[src/rtl/multicycle_control.sv]
// multicycle_control: RV32I multi-cycle sequencer.
// Steps fetch/decode/execute/mem/writeback and drives datapath selects.
module multicycle_control #(
  parameter int INSTRET_W = 32
) (
  input  logic                 clk,
  input  logic                 rst_n,
  input  logic [6:0]           op,
  input  logic [2:0]           funct3,
  input  logic                 funct7b5,
  input  logic                 zero,
  input  logic                 mem_ready,
  output logic                 mem_req,
  output logic                 mem_write,
  output logic                 adr_src,
  output logic                 ir_write,
  output logic                 pc_write,
  output logic                 reg_write,
  output logic [1:0]           alu_src_a,
  output logic [1:0]           alu_src_b,
  output logic [1:0]           imm_src,
  output logic [1:0]           result_src,
  output logic [3:0]           alu_control,
  output logic                 trap,
  output logic [INSTRET_W-1:0] instret
);

  localparam logic [3:0] S_BOOT     = 4'd0;
  localparam logic [3:0] S_FETCH    = 4'd1;
  localparam logic [3:0] S_DECODE   = 4'd2;
  localparam logic [3:0] S_MEMADR   = 4'd3;
  localparam logic [3:0] S_MEMREAD  = 4'd4;
  localparam logic [3:0] S_MEMWB    = 4'd5;
  localparam logic [3:0] S_MEMWRITE = 4'd6;
  localparam logic [3:0] S_EXECR    = 4'd7;
  localparam logic [3:0] S_EXECI    = 4'd8;
  localparam logic [3:0] S_ALUWB    = 4'd9;
  localparam logic [3:0] S_BEQ      = 4'd10;
  localparam logic [3:0] S_TRAP     = 4'd11;

  localparam logic [6:0] OP_LW  = 7'b0000011;
  localparam logic [6:0] OP_SW  = 7'b0100011;
  localparam logic [6:0] OP_R   = 7'b0110011;
  localparam logic [6:0] OP_I   = 7'b0010011;
  localparam logic [6:0] OP_BR  = 7'b1100011;

  localparam logic [3:0] ALU_ADD = 4'b0000;
  localparam logic [3:0] ALU_SUB = 4'b0001;
  localparam logic [3:0] ALU_AND = 4'b0010;
  localparam logic [3:0] ALU_OR  = 4'b0011;

  logic [3:0]           state_q, state_d;
  logic [INSTRET_W-1:0] instret_q, instret_d;
  logic                 f3_ok;
  logic                 retire;
  logic [3:0]           alu_fn;

  assign f3_ok = (funct3 == 3'b000) ||
                 (funct3 == 3'b110) ||
                 (funct3 == 3'b111);

  always_comb begin
    alu_fn = ALU_ADD;
    unique case (funct3)
      3'b000: begin
        if (op == OP_R && funct7b5)
          alu_fn = ALU_SUB;
        else
          alu_fn = ALU_ADD;
      end
      3'b111:  alu_fn = ALU_AND;
      3'b110:  alu_fn = ALU_OR;
      default: alu_fn = ALU_ADD;
    endcase
  end

  always_comb begin
    state_d = state_q;
    case (state_q)
      S_BOOT:  state_d = S_FETCH;
      S_FETCH: begin
        if (mem_ready)
          state_d = S_DECODE;
      end
      S_DECODE: begin
        unique case (1'b1)
          (op == OP_LW),
          (op == OP_SW):
            state_d = S_MEMADR;
          (op == OP_R):
            state_d = f3_ok ? S_EXECR : S_TRAP;
          (op == OP_I):
            state_d = f3_ok ? S_EXECI : S_TRAP;
          (op == OP_BR):
            state_d = (funct3 == 3'b000) ? S_BEQ : S_TRAP;
          default:
            state_d = S_TRAP;
        endcase
      end
      S_MEMADR:
        state_d = (op == OP_LW) ? S_MEMREAD : S_MEMWRITE;
      S_MEMREAD: begin
        if (mem_ready)
          state_d = S_MEMWB;
      end
      S_MEMWB:    state_d = S_FETCH;
      S_MEMWRITE: begin
        if (mem_ready)
          state_d = S_FETCH;
      end
      S_EXECR:    state_d = S_ALUWB;
      S_EXECI:    state_d = S_ALUWB;
      S_ALUWB:    state_d = S_FETCH;
      S_BEQ:      state_d = S_FETCH;
      S_TRAP:     state_d = S_TRAP;
      default:    state_d = S_BOOT;
    endcase
  end

  always_comb begin
    mem_req     = 1'b0;
    mem_write   = 1'b0;
    adr_src     = 1'b0;
    ir_write    = 1'b0;
    pc_write    = 1'b0;
    reg_write   = 1'b0;
    alu_src_a   = 2'b00;
    alu_src_b   = 2'b00;
    imm_src     = 2'b00;
    result_src  = 2'b00;
    alu_control = ALU_ADD;
    trap        = 1'b0;
    case (state_q)
      S_FETCH: begin
        mem_req    = 1'b1;
        alu_src_b  = 2'b10;
        result_src = 2'b10;
        ir_write   = mem_ready;
        pc_write   = mem_ready;
      end
      S_DECODE: begin
        alu_src_a = 2'b01;
        alu_src_b = 2'b01;
        if (op == OP_SW)
          imm_src = 2'b01;
        else if (op == OP_BR)
          imm_src = 2'b10;
      end
      S_MEMADR: begin
        alu_src_a = 2'b10;
        alu_src_b = 2'b01;
      end
      S_MEMREAD: begin
        mem_req = 1'b1;
        adr_src = 1'b1;
      end
      S_MEMWB: begin
        result_src = 2'b01;
        reg_write  = 1'b1;
      end
      S_MEMWRITE: begin
        mem_req   = 1'b1;
        mem_write = 1'b1;
        adr_src   = 1'b1;
      end
      S_EXECR: begin
        alu_src_a   = 2'b10;
        alu_control = alu_fn;
      end
      S_EXECI: begin
        alu_src_a   = 2'b10;
        alu_src_b   = 2'b01;
        alu_control = alu_fn;
      end
      S_ALUWB:
        reg_write = 1'b1;
      S_BEQ: begin
        alu_src_a   = 2'b10;
        alu_control = ALU_SUB;
        pc_write    = zero;
      end
      S_TRAP:
        trap = 1'b1;
      default: ;
    endcase
  end

  // a store retires in the cycle memory accepts it
  assign retire = (state_q == S_MEMWB) ||
                  (state_q == S_ALUWB) ||
                  (state_q == S_BEQ) ||
                  (state_q == S_MEMWRITE && mem_ready);

  assign instret_d = retire ? instret_q + INSTRET_W'(1) : instret_q;
  assign instret   = instret_q;

  always_ff @(posedge clk or negedge rst_n) begin
    if (!rst_n) begin
      state_q   <= S_BOOT;
      instret_q <= '0;
    end else begin
      state_q   <= state_d;
      instret_q <= instret_d;
    end
  end

endmodule

[config.mk]
export PLATFORM = sky130hd
export DESIGN_NAME = multicycle_control
export DESIGN_NICKNAME = d
export VERILOG_FILES = /design/src/rtl/multicycle_control.sv
export SDC_FILE = /design/constraint.sdc
export NUM_CORES = 1
export LEC_CHECK = 0
export ABC_AREA = 0
export ABC_CLOCK_PERIOD_IN_PS = 2100
export CAP_MARGIN = 20
export CORE_AREA = 4 4 74 76
export DETAILED_ROUTE_END_ITERATION = 7
export DIE_AREA = 0 0 78 80
export PLACE_DENSITY = 0.78
export REMOVE_ABC_BUFFERS = 1
export SLEW_MARGIN = 25
export SYNTH_ARGS = -nofsm -noshare
export SYNTH_HDL_FRONTEND = slang
export SYNTH_SLANG_ARGS = --single-unit
[constraint.sdc]
create_clock -name clk -period 2.1 [get_ports clk]
set_input_delay 0.42 -clock clk [delete_from_list [all_inputs] [get_ports clk]]
set_output_delay 0.42 -clock clk [all_outputs]
set_load 0.01 [all_outputs]
* Word level (Yosys, flattened, before mapping)
Cells that the tools add are included.
** Operators by class
- $add $sub $neg :: 1
- Equality and inequality tests :: 21
- Multiplexer cells :: 25
- Reductions and logical operators :: 18
** Operators with widths (count)
- $add 32x1->32 const B :: 1
- $pmux 4 s8 :: 1
- $eq 4x3->1 const B :: 4
- $eq 4x4->1 const B :: 4
- $mux 4 :: 4
- $pmux 4 s4 :: 1
- $eq 7x6->1 const B :: 2
- $pmux 2 s2 :: 3
- $mux 2 :: 5
- $eq 4x2->1 const B :: 2
- $mux 1 :: 8
- $pmux 4 s2 :: 1
- $reduce_or 2->1 :: 4
- $reduce_or 4->1 :: 2
- $eq 7x2->1 const B :: 1
- $eq 7x5->1 const B :: 1
- $eq 7x7->1 const B :: 1
- $eq 3x3->1 const B :: 2
- $ne 2x2->1 const B :: 3
- $pmux 2 s3 :: 1
- $reduce_or 3->1 :: 2
- $logic_or 1x1->1 :: 5
- $eq 4x1->1 const B :: 1
- $logic_not 4->1 :: 1
- 4 further kinds :: 5
** Word-level totals
- Register bits :: 36
- Bits of input ports :: 15
- Logic and storage cells :: 67

* Logic depth before layout (Yosys ltp)
Gate-level depths: netlist of run 1.
- Depth in word-level cells :: 6
- Mapped depth :: 7

* Worst setup path after synthesis of run 1
No wires, ideal clock.
- Path kind :: register -> output
- Start :: register state_q[1]
- End :: output mem_req
- Arrival :: 1432 ps
- Setup slack :: 248 ps
- Stages on the path, launching flop included :: 6
- Path buffers :: 2
- Path through :: dfrtp_1 > buf_2 > clkbuf_1 > nand2b_1 > nor3_1 > or2_2
** Between the ends
- Longest elaborated chain between the ends :: 3
- Elaborated cells on any way between the ends :: 5
- Those cells by class :: 3 x eq/ne; 1 x mux; 1 x reduce/logical
** RTL lines
- from (decl) :: line 52 : logic [3:0] state_q, state_d;
- from (signal assigned) :: line 202 : state_q <= state_d;
- $eq 4x3->1 or $eq 4x1->1 (tied branches) :: line 133 : case (state_q)
- $reduce_or 3->1 (no source line) *
- $mux 1 * :: line 133
- to (decl) :: line 13 : output logic mem_req,
Every way passes the cells marked *; elsewhere a longest branch is shown, timed or not.

* Worst setup path in the final report of run 1
- Start :: input funct3[0]
- End :: output alu_control[0]
** Between the ends
- Longest elaborated chain between the ends :: 3
- Elaborated cells on any way between the ends :: 5
- Those cells by class :: 2 x eq/ne; 2 x mux; 1 x reduce/logical
** RTL lines
- from (decl) :: line 9 : input logic [2:0] funct3,
- $eq 3x3->1 or $logic_not 3->1 (tied branches) :: line 64 : unique case (funct3)
- $pmux 2 s3 * :: line 64
- $pmux 4 s2 * :: line 133
- to (decl) :: line 23 : output logic [3:0] alu_control,
Marked as above.

==> results of run 1 <==
-- state kept, by name, summed over array words and instances, names as in the netlist --
name and flops:
state_q 4, instret 32
-- layout by cell type, fill, tap and decap left out, types with 3 or more instances in the layout --
cell             Yosys  layout
buf_6                1       3
buf_2                3       4
nand4_1              6       6
xor2_1              17      17
clkdlybuf4s50_1      0      42
dfrtp_1             36      33
nor2_1              24      23
dlygate4sd2_1        0      11
clkbuf_8             0       6
a21oi_1              3       3
and2_1               3       3
dfrtp_2              0       3
nor3_1               8       7
nand3_1             12      12
inv_1               10      10
buf_4                4      22
dlymetal6s2s_1       0       5
nor3_2               7       8
nand2_1             24      23
nor2b_1              4       3
xnor2_1             16      16
nor4_2               3       4
-- what timing repair did --
item | CTS | global route
pin swaps | 1 | 2
setup endpoints to repair | 16 | 9
buffers inserted | 3 | 0
resized for setup | 40 | 13
-- how the worst max path moves through the flow --
stage	end	cells past startpoint
floorplan	mem_req	3
global placement	alu_control[0]	7
detailed placement	alu_control[0]	7
CTS	alu_control[0]	7
global route	alu_control[0]	6
finish	alu_control[0]	6
-- layout make-up --
class | count | share of cell area
multi-input cells | 172 | 0.396
repair buffers | 88 | 0.253
clock buffers | 8 | 0.0284
flip-flops and latches | 36 | 0.285
well taps | 67 | 0.0264
inverters | 10 | 0.0118
-- stage by stage --
step | setup slack, ns | setup TNS (ns) | util | std cells
3_3_place_gp | -0.576 | -1.47 | 0.638 | 370
6_report | 0.0902 | 0 | 0.672 | 381
2_1_floorplan | 0.179 | 0 | - | 218
4_1_cts | -0.125 | -0.125 | 0.666 | 381
3_5_place_dp | -0.672 | -1.78 | 0.638 | 370
5_1_grt | 0.00662 | 0 | 0.672 | 381
-- kinds of logic (layout without fill, tap and decap cells) --
group | after synthesis | in the layout | share of synthesized area
multiplexers | 2 | 2 | 0.00969
buffers and inverters | 21 | 106 | 0.0479
AO/OA/AOI/OAI | 18 | 18 | 0.0621
AND/OR/NAND/NOR | 115 | 115 | 0.324
other | 1 | 2 | 0.00171
XOR/XNOR | 34 | 34 | 0.139
adder cells (fa/ha/maj) | 1 | 1 | 0.00570
flip-flops | 36 | 36 | 0.410
-- where the power goes --
group | internal [mW] | leakage (nW) | switching [mW]
sequential | 0.776 | 0.454 | 0.113
combinational | 0.641 | 1.02 | 0.624
clock | 0.268 | 0.0455 | 0.241
-- per-layer routing --
metal  track usage  routed length [um]  vias to the layer above
met4        0.0455                  23                        0
li1              -                   -                      945
met3        0.0406                 239                        5
met2         0.329                2880                       47
met1         0.234                2360                      941
met5             0                   0                        -
==> flow_metrics.py, run 1 <==
metrics = {
    "place": {
        "buffer_ports.inserted": 63,
        "post-dp-hpwl_mm": 4.02,
        "routabilityCongestion": 0.895,
        "placed_cell_area_um2": 3010,
    },
    "cts": {
        "post_cts_hold_buffer_count": 0,
        "clock_latency_ns": 0.29,
        "clkSlewWorstSetupHoldPaths_ns": 0.07,
        "clock-sinks": 36,
        "total_clock_buffers_created_by_cts": 5,
        "clock-root-buffer": "clkbuf_8",
        "cts_tree": "built",
        "cts_h_tree_depth": 2,
        "max_buffers_root_to_sink": 2,
    },
    "grt": {
        "first_global_vias": 2040,
        "gr-usage-all-layers": 0.187,
        "grt_pass1_wl_mm": 9.43,
        "total_grt_overflow": 0,
        "antenna_found_initial": 0,
        "grt_start_max_net_pins": 37,
    },
    "timing": {
        "fin_crit_sh": 0.957,
        "setup-violations-final": 0,
        "timing_max_transition_violations_final": 0,
        "finClkSkew_ns": 0.00592,
        "unrepaired_setup_endpoints_after_global_routing": "no",
        "max_clock_freq_ghz": 0.498,
        "holdWs_ns": 0.468,
        "period_minus_slack_ns": 2.01,
        "hold_viol": 0,
    },
    "routing": {
        "drt_pass1_iterations": 5,
        "remaining_number_of_nets_flagged_by_the_antenna_check_after_routing": 0,
        "post-route-drc-count": 0,
        "routed_wl_mm": 5.50,
        "detail_route.vias_per_cell": 5.09,
        "vias": 1938,
        "wire_per_inst_um": 14.4,
        "drt_iter0_markers": 125,
    },
    "hold_path": {
        "hold_end": "instret[31]$_DFFE_PN0P_",
        "worst_hold_path_type": "reg2reg",
        "min-delay-start": "instret[31]$_DFFE_PN0P_",
        "hold-path-cell-count": 1,
    },
    "logic_synthesis": {
        "netlist_top_cells_count": "dfrtp_1, nand2_1, nor2_1",
        "mapped_cells": 228,
        "synth_top_cell_area_share": 0.410,
        "average_size_of_a_mapped_cell_um2": 9.63,
        "synth_area_leaders": "dfrtp_1, xor2_1, xnor2_1, nand2_1, nor2_1",
        "post-synth-top-count-cell": "dfrtp_1",
        "synth-warning-count": 0,
        "synth_top_area_cell": "dfrtp_1",
        "netlist_area_um2": 2200,
        "post_synthesis_sequential_element_count": 36,
        "synth_seq_area_share": 0.410,
        "synth_cell_type_count": 51,
        "count_of_flip_flops_with_a_built_in_enable_after_synthesis": 0,
        "postSynth.topFlopCell": "dfrtp_1",
        "synthArstFlopShare": 1.00,
    },
    "worst_setup_path": {
        "crit_path_top_delay_cell": "clkdlybuf4s50_1",
        "critical_path_required_ns": 1.68,
        "crit_start": "funct3[0]",
        "critical_path.reg2reg.startpoint": "state_q[3]$_DFFE_PN0P_",
        "cp_slowest_stage_delay_ns": 0.43,
        "reg2reg_to": "instret[8]$_DFFE_PN0P_",
        "worst_ep_arrival_time_ns": 1.59,
        "critPathTopFamily": "buffers and inverters",
        "crit_path_max_fanout": 2,
        "criticalPathCategory": "in2out",
        "startpoint_type": "input pin",
        "crit_buf_inv": 2,
        "list_of_cells_traversed_by_the_critical_path": "clkdlybuf4s50_1 -> nor4_2 -> and3_4 -> o22ai_2 -> nand2_1 -> buf_2",
        "worst-r2r-setup-slack_ns": 0.32,
        "worstRegToRegCells": 6,
        "timing.critical_path.to_type": "output port",
    },
    "layout": {
        "post_route_cells_drive_above_1_share": 0.229,
        "multi_input_area_um2": 1260,
        "areaGrowthSynthToFinish_pct": 44.6,
        "antenna_cells_inserted": 0,
        "final_nets": 329,
        "regArea_um2": 905,
        "post-route-cell-area_um2": 3180,
        "layout.filler_cells": 365,
    },
    "pwr": {
        "areal_power_density_over_the_cells_nw_per_um2": 839,
        "power.ir.vdd_worst_v": 0.000610,
        "total_power_mw": 2.66,
        "leakage_nw": 1.52,
    },
    "die": {
        "std_cell_rows": 25,
        "io_pins": 66,
        "die_height_um": 80,
        "initial_utilization": 0.465,
        "fp.coreArea_um2": 4720,
        "die_x_um": 78,
        "die_area_um2": 6240,
    },
    "flow_run": {
        "maxCapViolations": 0,
    },
    "status": {
        "run_status": "complete, no violations",
    },
}
No activity file was read; power rests on OpenSTA's default activity.
==> run 2, diff against run 1 <==
--- a/config.mk
+++ b/config.mk
@@ -5,13 +5,13 @@
 export SDC_FILE = /design/constraint.sdc
 export NUM_CORES = 1
 export LEC_CHECK = 0
-export ABC_AREA = 0
+export ABC_AREA = 1
 export ABC_CLOCK_PERIOD_IN_PS = 2100
 export CAP_MARGIN = 20
-export CORE_AREA = 4 4 74 76
+export CORE_AREA = 4 4 78 80
 export DETAILED_ROUTE_END_ITERATION = 7
-export DIE_AREA = 0 0 78 80
-export PLACE_DENSITY = 0.78
+export DIE_AREA = 0 0 82 84
+export PLACE_DENSITY = 0.79
 export REMOVE_ABC_BUFFERS = 1
 export SLEW_MARGIN = 25
 export SYNTH_ARGS = -nofsm -noshare
==> flow_metrics.py, run 2 <==
metrics = {
    "grt": {
        "first_global_vias": 2687,
        "antenna_found_initial": 0,
        "total_grt_overflow": 0,
        "gr-usage-all-layers": 0.211,
        "grt_start_max_net_pins": 39,
        "grt_pass1_wl_mm": 11.6,
    },
    "layout": {
        "post_route_cells_drive_above_1_share": 0.126,
        "layout.cells.most_common_list": "nand2_1, nor2_1, inv_1, clkdlybuf4s50_1, dfrtp_1",
        "largest_reg_flops": 32,
        "layout.filler_cells": 493,
        "multi_input_area_um2": 1500,
        "areaGrowthSynthToFinish_pct": 34.2,
        "layout.cells.most_common": "nand2_1",
        "antenna_cells_inserted": 0,
        "final_nets": 506,
        "regArea_um2": 903,
    },
    "worst_setup_path": {
        "crit_path_top_delay_cell": "dfrtp_1",
        "critPathTopFamily": "buffers and inverters",
        "crit_buf_inv": 3,
        "reg2reg_to": "instret[26]$_DFFE_PN0P_",
        "list_of_cells_traversed_by_the_critical_path": "nor2_2 -> inv_1 -> nor2_4 -> inv_1 -> nand2_1 -> dlygate4sd2_1",
        "worst-r2r-setup-slack_ns": 0.33,
        "crit_path_max_fanout": 6,
        "critical_path.reg2reg.startpoint": "instret[0]$_DFFE_PN0P_",
        "cp_slowest_stage_delay_ns": 0.43,
        "worst_ep_arrival_time_ns": 1.59,
        "critical_path_required_ns": 1.68,
        "path_common_cell": "inv_1",
        "timing.critical_path.to_type": "output port",
        "criticalPathCategory": "reg2out",
        "startpoint_type": "register",
        "worstRegToRegCells": 10,
    },
    "place": {
        "buffer_ports.inserted": 63,
        "place_ws_ns": -0.359,
        "post-dp-hpwl_mm": 5.20,
        "routabilityCongestion": 0.874,
    },
    "hold_path": {
        "worst_hold_path_type": "in2async",
    },
    "timing": {
        "finClkSkew_ns": 0.00740,
        "hold_viol": 0,
        "setup-violations-final": 0,
        "max_clock_freq_ghz": 0.497,
        "holdWs_ns": 0.215,
        "final_ws_setup_ns": 0.0890,
        "timing_max_transition_violations_final": 0,
        "fin_crit_sh": 0.958,
        "unrepaired_setup_endpoints_after_global_routing": "yes",
        "period_minus_slack_ns": 2.01,
        "worstMarginPinSlew_ns": 0.812,
        "worst_slew_margin_rel": 0.459,
    },
    "logic_synthesis": {
        "synth_top_area_cell": "dfrtp_1",
        "synth-compound-area-share": 0.0282,
        "synth_top_cell_area_share": 0.345,
        "synth_seq_area_share": 0.345,
        "netlist_area_um2": 2610,
        "synth.mux.area_fraction": 0,
        "post_synthesis_sequential_element_count": 36,
        "netlist_top_cells_count": "nand2_1, nor2_1, inv_1",
        "postSynth.topFlopCell": "dfrtp_1",
        "synthArstFlopShare": 1.00,
        "average_size_of_a_mapped_cell_um2": 6.36,
        "count_of_flip_flops_with_a_built_in_enable_after_synthesis": 0,
        "synth_area_leaders": "dfrtp_1, nand2_1, nor2_1, inv_1, nand3b_1",
        "largest_family_of_logic_cells_by_synthesized_area": "simple AND/OR/NAND/NOR gates",
        "post-synth-top-count-cell": "nand2_1",
        "yosys.area_share.adder": 0.00479,
        "synth_xor_area_frac": 0.0498,
        "synth-warning-count": 0,
        "mapped_cells": 411,
        "synth_cell_type_count": 27,
        "yosys.area_share.simple": 0.476,
    },
    "routing": {
        "vias": 2766,
        "detail_route.vias_per_cell": 4.91,
        "wire_per_inst_um": 11.9,
        "drt_iter0_markers": 217,
        "post-route-drc-count": 0,
        "routed_wl_mm": 6.69,
        "drt_pass1_iterations": 4,
        "remaining_number_of_nets_flagged_by_the_antenna_check_after_routing": 0,
    },
    "cts": {
        "post-cts-setup-buffer-count": 0,
        "clkSlewWorstSetupHoldPaths_ns": 0.07,
        "clock-root-buffer": "clkbuf_8",
        "clock-sinks": 36,
        "cts_h_tree_depth": 2,
        "clock_latency_ns": 0.29,
        "cts_tree": "built",
        "total_clock_buffers_created_by_cts": 5,
        "post_cts_hold_buffer_count": 0,
        "max_buffers_root_to_sink": 2,
    },
    "die": {
        "initial_utilization": 0.484,
        "die_height_um": 84,
        "fp.coreArea_um2": 5410,
        "die_area_um2": 6890,
        "std_cell_rows": 27,
        "die_x_um": 82,
        "io_pins": 66,
    },
    "pwr": {
        "leakage_nw": 1.85,
        "power.ir.vdd_worst_v": 0.000680,
        "areal_power_density_over_the_cells_nw_per_um2": 767,
    },
    "flow_run": {
        "maxCapViolations": 0,
    },
    "status": {
        "run_status": "complete, no violations",
    },
}
-- run 2: layer usage --
| layer | GRT usage | up-vias | wire length, um |
|---|---|---|---|
| met3 | 0.0518 | 16 | 315 |
| li1 | - | 1406 | - |
| met2 | 0.353 | 74 | 3310 |
| met4 | 0.0665 | 0 | 148 |
| met1 | 0.261 | 1270 | 2920 |
| met5 | 0 | - | 0 |
-- run 2: what timing repair did --
item / CTS / global route
endpoints found under the hold margin: 0 / 0
setup endpoints to repair: 12 / 12
cloned: 0 / 0
pin swaps: 1 / 8
resized for setup: 23 / 21
-- run 2: layout make-up --
cell class | count | share of cell area
clock inverter | 2 | 0.00285
clock buffer | 6 | 0.0235
tap | 72 | 0.0257
timing repair buffer | 79 | 0.214
multi-input combinational | 322 | 0.427
sequential | 36 | 0.258
inverter | 46 | 0.0492
-- run 2: worst max-delay path by stage --
stage                     cells past startpoint                 endpoint  slack (ns)              startpoint
final                                         6             alu_src_b[0]        0.09  state_q[2]$_DFFE_PN0P_
after global routing                          6             alu_src_b[0]       -0.02  state_q[2]$_DFFE_PN0P_
after CTS                                     9               imm_src[0]       -0.01                   op[1]
after detailed placement                     10           alu_control[0]       -0.36                   op[1]
after global placement                       10           alu_control[0]       -0.33                   op[1]
after floorplan                               7  instret[12]$_DFFE_PN0P_        0.35  state_q[0]$_DFFE_PN0P_
-- run 2: cells by family (layout without fill, tap and decap cells) --
family          after synthesis  after routing
buf+inv                      54            133
compound gates               14             14
other cells                   1              2
xor+xnor                     14             14
fa+ha+maj                     1              1
simple gates                291            291
flops                        36             36
-- run 2: stage by stage --
stage / std cells / total power, mW / cell area [um^2] / setup TNS (ns) / util
6_report: 563 / 2.69 / 3510 / 0 / 0.649
2_1_floorplan: 404 / 1.57 / 2540 / 0 / -
3_3_place_gp: 555 / 2.18 / 3390 / -0.949 / 0.627
4_1_cts: 563 / 2.71 / 3490 / -0.0170 / 0.647
5_1_grt: 563 / 2.89 / 3510 / -0.0240 / 0.649
3_5_place_dp: 555 / 2.21 / 3390 / -1.03 / 0.627
-- run 2: report_power, final --
group	internal [mW]	leakage, nW	switching (mW)
clock	0.262	0.0510	0.258
sequential	0.784	0.486	0.122
combinational	0.530	1.32	0.735
total	1.58	1.85	1.11
==> run 3, diff against run 2 <==
--- a/config.mk
+++ b/config.mk
@@ -9,6 +9,7 @@
 export ABC_CLOCK_PERIOD_IN_PS = 2100
 export CAP_MARGIN = 20
 export CORE_AREA = 4 4 78 80
+export CTS_BUF_LIST = sky130_fd_sc_hd__clkbuf_16
 export DETAILED_ROUTE_END_ITERATION = 7
 export DIE_AREA = 0 0 82 84
 export PLACE_DENSITY = 0.79
==> flow_metrics.py, run 3 (synthesis results as in run 2) <==
metrics = {
    "status": {
        "run_status": "complete, no violations",
    },
    "cts": {
        "total_clock_buffers_created_by_cts": 5,
        "cts_h_tree_depth": 2,
        "clkSlewWorstSetupHoldPaths_ns": 0.05,
        "cts_tree": "built",
        "post_cts_hold_buffer_count": 0,
        "max_buffers_root_to_sink": 2,
        "clock-sinks": 36,
        "clock_latency_ns": 0.28,
        "clock-root-buffer": "clkbuf_16",
    },
    "grt": {
        "grt_pass1_wl_mm": 11.7,
        "grt_start_max_net_pins": 39,
        "first_global_vias": 2678,
        "total_grt_overflow": 0,
        "gr-usage-all-layers": 0.210,
        "antenna_found_initial": 0,
    },
    "die": {
        "die_area_um2": 6890,
        "die_height_um": 84,
        "std_cell_rows": 27,
        "fp.coreArea_um2": 5410,
        "die_x_um": 82,
        "io_pins": 66,
        "initial_utilization": 0.484,
    },
    "routing": {
        "drt_iter0_markers": 182,
        "wire_per_inst_um": 12.2,
        "vias": 2801,
        "drt_pass1_iterations": 5,
        "remaining_number_of_nets_flagged_by_the_antenna_check_after_routing": 0,
        "post-route-drc-count": 0,
        "detail_route.vias_per_cell": 4.98,
        "routed_wl_mm": 6.86,
    },
    "place": {
        "buffer_ports.inserted": 63,
        "placed_cell_area_um2": 3390,
        "post-dp-hpwl_mm": 5.20,
        "routabilityCongestion": 0.874,
    },
    "flow_run": {
        "maxCapViolations": 0,
    },
    "worst_setup_path": {
        "crit_path_top_delay_cell": "clkdlybuf4s50_1",
        "critical_path.reg2reg.startpoint": "instret[0]$_DFFE_PN0P_",
        "critical_path_depth": 4,
        "setup.worst_path.end": "mem_write",
        "startpoint_type": "register",
        "crit_start": "state_q[1]$_DFFE_PN0P_",
        "cp_slowest_stage_delay_ns": 0.55,
        "critPathTopFamily": "buffers and inverters",
        "timing.critical_path.to_type": "output port",
        "worst_ep_arrival_time_ns": 1.61,
        "reg2reg_to": "instret[26]$_DFFE_PN0P_",
        "list_of_cells_traversed_by_the_critical_path": "buf_4 -> nand2_4 -> nor2_4 -> clkdlybuf4s50_1",
        "criticalPathCategory": "reg2out",
        "worst-r2r-setup-slack_ns": 0.33,
        "critical_path_required_ns": 1.68,
        "crit_buf_inv": 2,
        "worstRegToRegCells": 10,
        "crit_path_max_fanout": 4,
    },
    "layout": {
        "layout.cells.most_common_list": "nand2_1, nor2_1, clkdlybuf4s50_1, inv_1, dfrtp_1",
        "areaGrowthSynthToFinish_pct": 36.1,
        "post-route-cell-area_um2": 3560,
        "layout.cells.most_common": "nand2_1",
        "final_nets": 506,
        "post_route_cells_drive_above_1_share": 0.120,
        "antenna_cells_inserted": 0,
        "largest_reg_flops": 32,
        "final_core_utilization": 0.658,
    },
    "timing": {
        "worst_slew_margin_rel": 0.454,
        "hold_viol": 0,
        "period_minus_slack_ns": 2.03,
        "finClkSkew_ns": 0.00355,
        "holdWs_ns": 0.237,
        "unrepaired_setup_endpoints_after_global_routing": "no",
        "worstMarginPinSlew_ns": 0.818,
        "timing_max_transition_violations_final": 0,
        "fin_crit_sh": 0.964,
        "setup-violations-final": 0,
        "max_clock_freq_ghz": 0.494,
    },
    "pwr": {
        "power.ir.vdd_worst_v": 0.000727,
        "total_power_mw": 2.89,
        "leakage_nw": 1.87,
        "areal_power_density_over_the_cells_nw_per_um2": 811,
    },
    "hold_path": {
        "worst_hold_path_type": "in2async",
    },
}
-- run 3: power by group --
group	leakage [nW]	total (mW)	internal (mW)	switching, mW
logic	1.31	1.27	0.534	0.738
registers	0.487	0.904	0.783	0.121
clock network	0.0710	0.709	0.431	0.279
-- run 3: how the worst min path moves through the flow --
stage	startpoint	to	slack, ns	depth (start not counted)
2_1_floorplan	rst_n	instret[0]$_DFFE_PN0P_	0.12	0
3_3_place_gp	instret[9]$_DFFE_PN0P_	instret[9]$_DFFE_PN0P_	0.51	1
3_5_place_dp	instret[8]$_DFFE_PN0P_	instret[8]$_DFFE_PN0P_	0.51	1
4_1_cts	rst_n	instret[4]$_DFFE_PN0P_	0.27	1
5_1_grt	rst_n	instret[4]$_DFFE_PN0P_	0.31	1
6_report	rst_n	instret[5]$_DFFE_PN0P_	0.24	1
-- run 3: metal layers --
layer | up-vias | global-route usage | part of all wire
li1 | 1410 | - | -
met1 | 1302 | 0.264 | 0.44
met2 | 81 | 0.361 | 0.50
met3 | 8 | 0.0454 | 0.048
met4 | 0 | 0.0483 | 0.011
met5 | - | 0 | 0
-- run 3: stage by stage --
stage                     setup slack [ns]  instances  TNS (ns)
after detailed placement            -0.359        555     -1.03
after floorplan                      0.350        404         0
after global placement              -0.325        555    -0.949
final                               0.0747        563         0
after CTS                          -0.0117        563   -0.0170
after global routing               0.00186        563         0
-- run 3: area by class of cell --
class                   count  area [um^2]
multi-input cells         322         1500
clock inverters             3         13.8
well taps                  72         90.1
repair buffers             79          757
inverters                  46          173
flip-flops and latches     36          902
clock buffers               5          125
fillers                   483         1850
-- run 3: timing repair --
action                     in CTS  in global routing
pin swaps                       1                  6
gates resized for setup        22                 18
buffers inserted                0                  0
setup endpoints to repair      11                  9
==> RTL edit 1 (flow settings as in run 3) <==
Take the reset off `instret_q` and load it in a clocked block of its own.
--- a/src/rtl/multicycle_control.sv
+++ b/src/rtl/multicycle_control.sv
@@ -198,11 +198,13 @@
     if (!rst_n) begin
       state_q   <= S_BOOT;
-      instret_q <= '0;
     end else begin
       state_q   <= state_d;
-      instret_q <= instret_d;
     end
   end
 
+  always_ff @(posedge clk) begin
+    instret_q <= instret_d;
+  end
+
 endmodule
 
Behaviour: differs if rst_n is asserted again (counterexample within 10 cycles, from zero or initial values and one cycle with rst_n low); with rst_n held inactive, the same outputs for 10 cycles.
==> RTL edit 1 against run 3 <==
  * Wire length fell by 4.5%
  * Sequential cell count unchanged
  * Area after synthesis down 5.1%
  * Setup slack better by 0.028 ns
  * Power grew 42%
  * Clock skew about the same
  * Final area rose by 0.14%
  * First-iteration DRC count is 29% lower
  * Critical endpoint is now pc_write
  * Largest cell class unchanged
  * Largest power group unchanged
==> RTL edit 1: results (changes against run 3) <==
status - complete, no violations (unchanged)
R2R setup slack - 0.38 ns (was 0.33 ns)
Total GRT Usage - 20.5% (was 21.0%)
wire length on met2 - 3430 um (was 3410 um)
Worst path max stage delay - 0.43 ns (was 0.55 ns)
Resize count post-CTS - 26 (was 22)
Synth Area in Compound Gates - 2.83% (was 2.82%)
inverter count - 38 (was 46)
Setup Fix Bufs, Post-CTS - 2 (was 0)
reg2reg path depth - 8 (was 10)
Seq/Total Area, Yosys - 42.8% (was 34.5%)
global-route wire length before repair - 11,200 um (was 11,700 um)
dominant synthesized flop cell - edfxtp_1 (was dfrtp_1)
pre-CTS WS - -0.388 ns (was -0.359 ns)
final period utilization - 95.1% (was 96.4%)
PD cells - 1150 nW/um^2 (was 811 nW/um^2)
Lkg Pwr - 1.62 nW (was 1.87 nW)
first-pass detailed-route iteration total - 4 (was 5)
ys async rst share - 11.1% (was 100%)
sequential fraction of total cell area - 29.9% (was 25.4%)
Final Skew - 0.00374 ns (was 0.00355 ns)
Adder-Cell Fraction of Synth Area - 0.505% (was 0.479%)
Starting DRT DRC Count - 130 (was 182)
pin count of the biggest net entering global routing - 33 (was 39)
vias in the first global route - 2,486 (was 2,678)
worst vdd ir - 0.965 mV (was 0.727 mV)
number of clock buffers in the layout - 5 (unchanged)
RR Endpoint - instret[22] (was instret[26])
Vias - 2,402 (was 2,801)
share of post-route cells with drive strength above 1 - 17.6% (was 12.0%)
Post-synth top cells - 100 x nand2_1, 43 x nor2_1, 34 x inv_1 (was 180 x nand2_1, 60 x nor2_1, 43 x inv_1)
RePlAce Congestion - 0.919 (was 0.874)
Buffers, non-clock - 85 (was 79)
Clock-cell share - 4.60% (was 3.90%)
detailed placement HPWL - 5220 um (was 5200 um)
Post-Synth XOR/XNOR Area - 7.42% (was 4.98%)
final-layout non-clock buffer area share - 22.4% (was 21.3%)
top post-synthesis cells by area - edfxtp_1 39%, nand2_1 15%, nor2_1 6.5% (was dfrtp_1 34%, nand2_1 26%, nor2_1 8.6%)
number of synthesized flops with an enable pin - 32 (was 0)
fillcell total - 453 (was 483)
#MultiIn Comb - 243 (was 322)
Arr. time, crit path - 1.58 ns (was 1.61 ns)
# nets final - 425 (was 506)
met1 WL - 2550 um (was 3050 um)
Met3 Routed Length - 400 um (was 329 um)
final WL - 6560 um (was 6860 um)
Post-DP Area - 3360 sq um (was 3390 sq um)
hold slack - 0.348 ns (was 0.237 ns)
Multi-input gate area - 1310 sq um (was 1500 sq um)
critical path's slowest cell - dfrtp_1 (was clkdlybuf4s50_1)
Netlist cell types - 35 (was 27)
==> RTL edit 1: changes by cell type after synthesis, sizes merged, moves of 2 or more <==
cell / run 3 / this run
nor3: 4 / 11
dfrtp: 36 / 4
edfxtp: 0 / 32
nand3: 18 / 24
o21ai: 8 / 4
nand3b: 11 / 6
nand2: 188 / 106
xor2: 7 / 13
nor2: 66 / 53
buf: 8 / 3
nor3b: 0 / 2
a21oi: 5 / 2
inv: 46 / 38
==> RTL edit 1: worst max-delay path, delay by kind of cell (launching register included) <==
kind | cells | cell delay [ns]
AND/OR/NAND/NOR | 3 | 0.35
buffers and inverters | 2 | 0.41
AO/OA/AOI/OAI | 1 | 0.11
flip-flops | 1 | 0.43
==> RTL edit 1: how the worst max path moves through the flow <==
stage / from / cells past startpoint / to
2_1_floorplan: state_q[3] / 5 / instret[0]
3_3_place_gp: op[1] / 8 / alu_control[0]
3_5_place_dp: op[0] / 8 / alu_control[0]
4_1_cts: state_q[3] / 5 / result_src[1]
5_1_grt: state_q[2] / 6 / imm_src[0]
6_report: state_q[2] / 6 / pc_write
==> RTL edit 1: through the flow <==
step / std cells / power, W / setup TNS, ns
3_5_place_dp: 472 / 0.00332 / -0.968
6_report: 482 / 0.00411 / 0
2_1_floorplan: 317 / 0.00233 / -24.01
5_1_grt: 482 / 0.00439 / 0
3_3_place_gp: 472 / 0.00328 / -0.810
4_1_cts: 482 / 0.00414 / 0
==> RTL edit 1: routing by layer <==
layer / up-vias / global-route usage (%)
met3: 16 / 4.64
li1: 1208 / -
met1: 1094 / 24.3
met2: 84 / 35.3
met4: 0 / 7.70
met5: - / 0
==> RTL edit 1: power breakdown <==
part / switching (W) / internal [W]
combinational: 0.000993 / 0.000853
sequential: 0.000300 / 0.00115
clock: 0.000261 / 0.000552
==> RTL edit 2 (flow settings as in run 3) <==
Without the edit above. `INSTRET_W`: 32 -> 16.
--- a/src/rtl/multicycle_control.sv
+++ b/src/rtl/multicycle_control.sv
@@ -2,5 +2,5 @@
 // Steps fetch/decode/execute/mem/writeback and drives datapath selects.
 module multicycle_control #(
-  parameter int INSTRET_W = 32
+  parameter int INSTRET_W = 16
 ) (
   input  logic                 clk,
Ports: changed (resized instret); port bits go from 66 to 50. No check against the original RTL was run, so the function may have changed too.
==> RTL edit 2 against run 3 <==
  * Wire length shrank 40%
  * Power shrank 22%
  * Setup slack gained 0.018 ns
  * Global-route usage shrank 8.7 points
  * Final area shrank 36%
  * Clock skew shrank 0.0020 ns
  * Sequential cell count shrank 16
  * Area after synthesis shrank 45%
  * Highest routed layer unchanged
==> RTL edit 2: results (changes against run 3) <==
detailed placement HPWL - 3220 um (was 5200 um)
met2 Track Usage GR - 20.9% (was 36.1%)
initial antenna violation count - 0 (unchanged)
placed insts - 358 (was 555)
Final Skew - 0.00154 ns (was 0.00355 ns)
Hold Path Class - input port to async pin (unchanged)
WL/cell - 11.3 um (was 12.2 um)
Lkg Pwr - 1.13 nW (was 1.87 nW)
# port buffers - 47 (was 63)
RePlAce Congestion - 0.886 (was 0.874)
pin count of the biggest net entering global routing - 21 (was 39)
worst vdd ir - 0.505 mV (was 0.727 mV)
Synth warnings - 0 (unchanged)
wire length on met2 - 2030 um (was 3410 um)
ys async rst share - 100% (unchanged)
GRT busiest layer - met2 (unchanged)
Vias - 1,636 (was 2,801)
CTS Buffer Depth - 2 (unchanged)
Post-DP Area - 2170 sq um (was 3390 sq um)
H-tree levels - 1 (was 2)
Setup Fix Bufs, Post-CTS - 1 (was 0)
worst rel slew slack - 66.7% (was 45.4%)
Mean Syn Cell Area - 6.70 sq um (was 6.36 sq um)
Arr. time, crit path - 1.59 ns (was 1.61 ns)
Worst-path clk slew - 0.05 ns (about the same)
Starting DRT DRC Count - 60 (was 182)
total CTS buffers - 3 (was 5)
Post-synth top cells - 62 x nand2_1, 24 x inv_1, 24 x nor2_1 (was 180 x nand2_1, 60 x nor2_1, 43 x inv_1)
met1 WL - 1730 um (was 3050 um)
critical path's slowest cell - clkdlybuf4s50_1 (unchanged)
highest metal used - met4 (unchanged)
Ant. Diodes - 0 (unchanged)
max reg flops - 16 (was 32)
top post-synthesis cells by area - dfrtp_1 35%, nand2_1 16%, xor2_1 6.7% (was dfrtp_1 34%, nand2_1 26%, nor2_1 8.6%)
switching share of power - 41.9% (was 39.4%)
status - complete, no violations (unchanged)
later-pin clock latency in the skew report - 0.25 ns (was 0.28 ns)
first-pass detailed-route iteration total - 4 (was 5)
# nets final - 309 (was 506)
global-route wire length before repair - 6890 um (was 11,700 um)
routed vias/inst - 4.49 (was 4.98)
GRT met3 Usage - 3.13% (was 4.54%)
pre-CTS WS - -0.441 ns (was -0.359 ns)
Met3 Routed Length - 260 um (was 329 um)
met1 Track Usage GR - 14.5% (was 26.4%)
Seq/Total Area, Yosys - 34.6% (was 34.5%)
Netlist cell types - 25 (was 27)
share of post-route cells with drive strength above 1 - 23.6% (was 12.0%)
Worst path max stage delay - 0.49 ns (was 0.55 ns)
Resize count post-CTS - 28 (was 22)
Crit Path Max Fanout - 3 (was 4)
CTS Root Cell - clkbuf_16 (unchanged)
Total GRT Usage - 12.4% (was 21.0%)
dominant synthesized flop cell - dfrtp_1 (unchanged)
## RTL edit 2: cell types whose count changed after synthesis, sizes merged, moves of 6 or more
cell,delta
nand3b,-9
nor2,-37
nand2,-126
o21ai,+6
dfrtp,-16
inv,-11
## RTL edit 2: worst max-delay path: cells and delay by family
| family | cells | cell delay, ns |
|---|---|---|
| buf+inv | 4 | 0.83 |
| simple gates | 5 | 0.35 |
## RTL edit 2: power by group through the flow
stage / clock [W] / sequential [W] / combinational, W
5_1_grt: 0.000419 / 0.000615 / 0.00141
3_3_place_gp: 0 / 0.000596 / 0.00128
4_1_cts: 0.000406 / 0.000595 / 0.00128
3_5_place_dp: 0 / 0.000603 / 0.00130
6_report: 0.000396 / 0.000597 / 0.00126
2_1_floorplan: 0 / 0.000613 / 0.000612
## RTL edit 2: cell families after synthesis
| kind of cell | share of synthesized area (%) |
|---|---|
| AOI/OAI and AO/OA | 8.30 |
| xor gates and xnor gates | 7.87 |
| adders and majority gates | 0.864 |
| buffers and inverters | 11.4 |
| DFF | 34.6 |
| other | 0.259 |
| and+or+nand+nor | 36.7 |
## RTL edit 2: path summary, 6_finish.rpt
check | startpoint | to | slack [ns] | cells after the start
worst max-delay path | op[5] | alu_control[0] | 0.09 | 9
worst min-delay path | rst_n | instret[3] | 0.51 | 2
worst max register to register | state_q[3] | instret[8] | 0.30 | 9
worst min register to register | instret[6] | instret[6] | 0.52 | 1
max in group asynchronous | rst_n | state_q[0] | 1.36 | 2
min in group clk | instret[6] | instret[6] | 0.52 | 1
## RTL edit 2: final cells by class
class                      count  area [sq um]
clock buffer                   3          75.1
clock inverter                 1          3.75
fill                         594          3130
inverter                      35           131
multi-input combinational    158           818
sequential                    20           504
tap                           72          90.1
timing repair buffer          75           653
